--- src/rtl/bit_serial_alu.sv ---
// Bit-serial ALU: logic/arith extenders, full adder and carry FF, LSB-first, one bit per clock.
// Optional signed-overflow flag via ALU_OVERFLOW_EN.
module bit_serial_alu #(
  parameter int unsigned WIDTH = 8
) (
  input  logic             clk,
  input  logic             rst,
  input  logic             start,
  input  logic             M,
  input  logic             s1,
  input  logic             s0,
  input  logic [WIDTH-1:0] a,
  input  logic [WIDTH-1:0] b,
  output logic             busy,
  output logic             done,
  output logic [WIDTH-1:0] x,
  output logic             cout,
  output logic             zero
`ifdef ALU_OVERFLOW_EN
  ,
  output logic             ovf
`endif
);

  localparam int unsigned CW = $clog2(WIDTH);

  typedef enum logic [1:0] {S_IDLE, S_SHIFT, S_DONE} state_t;

  state_t           state_q, state_d;
  logic [CW-1:0]    cnt_q, cnt_d;
  logic [WIDTH-1:0] a_q, a_d, b_q, b_d, r_q, r_d, x_q, x_d;
  logic [1:0]       op_q, op_d;
  logic             m_q, m_d, c_q, c_d;
  logic             busy_q, busy_d, done_q, done_d;
  logic             cout_q, cout_d, zero_q, zero_d;
`ifdef ALU_OVERFLOW_EN
  logic             ovf_pend_q, ovf_pend_d, ovf_q, ovf_d;
`endif

  logic ai_c, bi_c, xi_c, yi_c, fi_c, co_c, c0_c;

  // Per-bit slice: logic extender, arithmetic extender, full adder.
  always_comb begin
    ai_c = a_q[0];
    bi_c = b_q[0];
    xi_c = ai_c;
    yi_c = 1'b0;
    if (m_q) begin
      unique case (op_q)
        2'b00:   xi_c = ~ai_c;
        2'b01:   xi_c = ai_c & bi_c;
        2'b10:   xi_c = ai_c | bi_c;
        default: xi_c = ai_c ^ bi_c;
      endcase
    end else begin
      unique case (op_q)
        2'b00:   yi_c = bi_c;
        2'b01:   yi_c = ~bi_c;
        2'b10:   yi_c = 1'b0;
        default: yi_c = 1'b1;
      endcase
    end
    fi_c = xi_c ^ yi_c ^ c_q;
    co_c = (xi_c & yi_c) | (xi_c & c_q) | (yi_c & c_q);
    // Initial carry comes from the incoming op code, loaded at accept time.
    c0_c = ~M & (s1 ^ s0);
  end

  always_comb begin
    state_d = state_q;
    cnt_d   = cnt_q;
    a_d     = a_q;
    b_d     = b_q;
    r_d     = r_q;
    op_d    = op_q;
    m_d     = m_q;
    c_d     = c_q;
    x_d     = x_q;
    cout_d  = cout_q;
    zero_d  = zero_q;
`ifdef ALU_OVERFLOW_EN
    ovf_pend_d = ovf_pend_q;
    ovf_d      = ovf_q;
`endif
    busy_d  = (state_q != S_IDLE);
    done_d  = (state_q == S_DONE);

    unique case (state_q)
      S_IDLE: begin
        // busy_q still high during the done cycle, so a start there is dropped.
        if (start && !busy_q) begin
          a_d     = a;
          b_d     = b;
          m_d     = M;
          op_d    = {s1, s0};
          c_d     = c0_c;
          cnt_d   = '0;
          r_d     = '0;
          state_d = S_SHIFT;
        end
      end
      S_SHIFT: begin
        a_d   = a_q >> 1;
        b_d   = b_q >> 1;
        r_d   = {fi_c, r_q[WIDTH-1:1]};
        c_d   = co_c;
`ifdef ALU_OVERFLOW_EN
        ovf_pend_d = c_q ^ co_c;
`endif
        cnt_d = cnt_q + CW'(1);
        if (cnt_q == CW'(WIDTH - 1)) state_d = S_DONE;
      end
      S_DONE: begin
        x_d     = r_q;
        cout_d  = ~m_q & c_q;
        zero_d  = (r_q == '0);
`ifdef ALU_OVERFLOW_EN
        ovf_d   = ~m_q & ovf_pend_q;
`endif
        state_d = S_IDLE;
      end
      default: state_d = S_IDLE;
    endcase
  end

  always_ff @(posedge clk) begin
    if (rst) begin
      state_q <= S_IDLE;
      cnt_q   <= '0;
      a_q     <= '0;
      b_q     <= '0;
      r_q     <= '0;
      op_q    <= '0;
      m_q     <= 1'b0;
      c_q     <= 1'b0;
      x_q     <= '0;
      cout_q  <= 1'b0;
      zero_q  <= 1'b0;
      busy_q  <= 1'b0;
      done_q  <= 1'b0;
`ifdef ALU_OVERFLOW_EN
      ovf_pend_q <= 1'b0;
      ovf_q      <= 1'b0;
`endif
    end else begin
      state_q <= state_d;
      cnt_q   <= cnt_d;
      a_q     <= a_d;
      b_q     <= b_d;
      r_q     <= r_d;
      op_q    <= op_d;
      m_q     <= m_d;
      c_q     <= c_d;
      x_q     <= x_d;
      cout_q  <= cout_d;
      zero_q  <= zero_d;
      busy_q  <= busy_d;
      done_q  <= done_d;
`ifdef ALU_OVERFLOW_EN
      ovf_pend_q <= ovf_pend_d;
      ovf_q      <= ovf_d;
`endif
    end
  end

  assign busy = busy_q;
  assign done = done_q;
  assign x    = x_q;
  assign cout = cout_q;
  assign zero = zero_q;
`ifdef ALU_OVERFLOW_EN
  assign ovf  = ovf_q;
`endif

endmodule

--- config.mk ---
export PLATFORM = sky130hd
export DESIGN_NAME = bit_serial_alu
export DESIGN_NICKNAME = d
export VERILOG_FILES = /design/src/rtl/bit_serial_alu.sv
export SDC_FILE = /design/constraint.sdc
export NUM_CORES = 1
export LEC_CHECK = 0
export ABC_AREA = 0
export BUFFER_PORTS_ARGS = -buffer_cell sky130_fd_sc_hd__buf_2
export CORE_ASPECT_RATIO = 0.6
export CORE_MARGIN = 3
export CORE_UTILIZATION = 40
export CTS_BUF_LIST = sky130_fd_sc_hd__clkbuf_16
export CTS_CLUSTER_SIZE = 8
export DETAILED_ROUTE_END_ITERATION = 10
export PLACE_DENSITY = 0.58
export SYNTH_ARGS = -nofsm -noshare
export SYNTH_HDL_FRONTEND = slang
export SYNTH_SLANG_ARGS = --single-unit
--- constraint.sdc ---
create_clock -name clk -period 2.46 [get_ports clk]
set_clock_uncertainty 0.05 [all_clocks]
set_input_delay 0.738 -clock clk [delete_from_list [all_inputs] [get_ports clk]]
set_output_delay 0.738 -clock clk [all_outputs]
set_load 0.01 [all_outputs]
==> reports/metrics.cfg <==
[run_status]
status=complete, no violations

[global_routing]
grt_pass1_wl_mm=6.62
grt_max_degree=34
grt_pass1_vias=1357
gr-usage-all-layers_pct=15.5
grt_overflow=0
antenna_found_initial=0

[critical_path]
startpoint=a_q[0]
crit_path_start_kind=flip-flop
cpMaxStageDelayCell=mux4_2
cp_max_fo=4
r2r_cells=6
crit_chain=inv_1 > ha_1 > mux4_2 > mux2_2 > fa_1 > a22o_1
worstPathArrival_ps=2420
max_stage_delay_ps=460
r2r-start=a_q[0]
end_kind=flip-flop
critPathKind=reg2reg
cp.required_ps=2590

[cells_and_area]
antenna_cells=0
drive_above_1_share_pct=22.2
fin_area_um2=2220
syn_to_final_growth_pct=21.2
nets=269

[route]
wl_per_cell_um=13.1
first_pass_iters=4
drc_errors=0
routed_wl_mm=3.96
via_per_inst=5.13
ant_nets=0
drt_iter0_drc=90
num_vias=1555

[synthesis]
ys_warn_count=0
yosysTopAreaCellShare_pct=49.2
syn-num-nets=237
ys_ff_latch=45
avgSynthCellArea_um2=8.72
synth_edf_count=0
synthCells=210
synth_area_leaders=dfxtp_1 (49%), nand2_1 (11%), a311oi_1 (6.7%), a22o_1 (4.8%), a21oi_1 (4.6%)
synth.distinct_cells=31
synth_ff_type=dfxtp_1
synth_area_um2=1830
yosysSeqAreaShare_pct=49.2
yosysTopAreaCell=dfxtp_1
synthArstFlopShare_pct=0

[clocking]
cts_resized=0
cts_tree=built
cts-root-buf=clkbuf_16
post_cts_buffers=0
htreeDepth=2
ctsHoldBuffers=0
clk_path_buf_depth=2
cts.sinks=45
path_clk_slew_ps=60
insertion_delay_ps=280
cts_buffers=5

[floorplan]
fp.dieArea_um2=5450
start_util_pct=43.0
die_x_um=93.4
io_pins=34
die_y_um=58.4
core_um2=4260
rows=18

[power]
leakagePower_nw=0.900
ir_worst_vdd_mv=0.324
power_density_nw_per_um2=747

[sta]
relSlewSlack_pct=53.3
tightest_slew_ps=697
min_period_over_period_pct=93.4
tns_ps=0
hold_violations=0
fin_crit_ps=2300
slew_viol_final=0
clock.fmax_mhz=435
setup_viol=0
rsz0062_at_grt=no

[placement]
portBuffers=33
dpl.hpwl_mm=2.66
gp_congestion=0.768
detailed_place.area_um2=2070

[min_path]
min_from=x[1]
hold_path_depth=2
hold_path_class=reg2reg

[flow_run]
drv_cap=0

[path summary, 6_finish.rpt]
kind,end,slack [ps]
worst max-delay path,r_q[7],160
worst min-delay path,x[1],400
worst max register to register,r_q[7],160
worst min register to register,x[1],400
[cell usage after synthesis, drive strengths merged (2+ instances only)]
cell type  number
nor2            5
nand2b          2
a21oi          17
a311oi         14
or3             2
nand2          56
dfxtp          45
nand3           5
nor4            2
clkbuf         12
a22o           10
buf             4
inv             3
ha              4
nor3           15
[layout make-up]
type	instances	area [µm²]
clock buffers	5	125
clock inverters	3	22.5
fillers	394	2040
inverters	3	11.3
multi-input cells	146	861
flip-flops and latches	45	901
well taps	60	75.1
repair buffers	41	225
[per-layer routing]
| layer | GRT usage, % | part of all wire, % | vias to the layer above |
|---|---|---|---|
| li1 | - | - | 801 |
| met1 | 24.4 | 55 | 713 |
| met2 | 19.9 | 39 | 39 |
| met3 | 4.47 | 5.4 | 2 |
| met4 | 4.38 | 0.78 | 0 |
| met5 | 0 | 0 | - |
[cell usage in the layout, fill, tap and decap left out, drive strengths merged, types with 4 or more instances in the layout]
master / count
nand3: 5
nor2: 5
a22o: 10
dfxtp: 45
nand2: 56
ha: 4
a311oi: 14
nor3: 15
clkbuf: 5
a21oi: 17
buf: 41
[report_power, final]
group	switching [mW]	internal (mW)	leakage (nW)	total (mW)
clock	0.275	0.376	0.0621	0.650
combinational	0.117	0.0926	0.471	0.209
sequential	0.0289	0.771	0.367	0.800
[logic make-up (layout without fill, tap and decap cells)]
family / Yosys count / count (layout) / synth area share (%)
flops: 45 / 45 / 49.2
compound gates: 44 / 44 / 17.1
simple gates: 94 / 94 / 23.2
mux: 2 / 2 / 1.84
fa+ha+maj: 5 / 5 / 3.83
buf+inv: 19 / 52 / 4.30
xor+xnor: 1 / 1 / 0.478
[sequential cells by signal, indices dropped and copies added (netlist names), 2 cells and up]
register and cells:
r_q 8, x 8, b_q 8, op_q 2
a_q 8, state_q 2, cnt_q 3
[per-stage QoR]
stage / std cells / hold slack, ps / power, mW / setup WS, ps / utilization [%]
floorplan: 210 / 395 / 0.956 / 269 / -
global placement: 295 / 394 / 1.02 / 220 / 48.7
detailed placement: 295 / 395 / 1.02 / 188 / 48.7
CTS: 303 / 404 / 1.67 / 150 / 52.2
global route: 303 / 428 / 1.74 / 72.1 / 52.2
finish: 303 / 403 / 1.66 / 163 / 52.2
[worst max-delay path, delay by kind of cell (launching register included)]
| family | cells | cell delay, ps |
|---|---|---|
| compound gates | 1 | 200 |
| fa+ha+maj | 2 | 740 |
| buf+inv | 1 | 80 |
| flops | 1 | 380 |
| mux | 2 | 750 |
(Power assumes the default switching activity.)
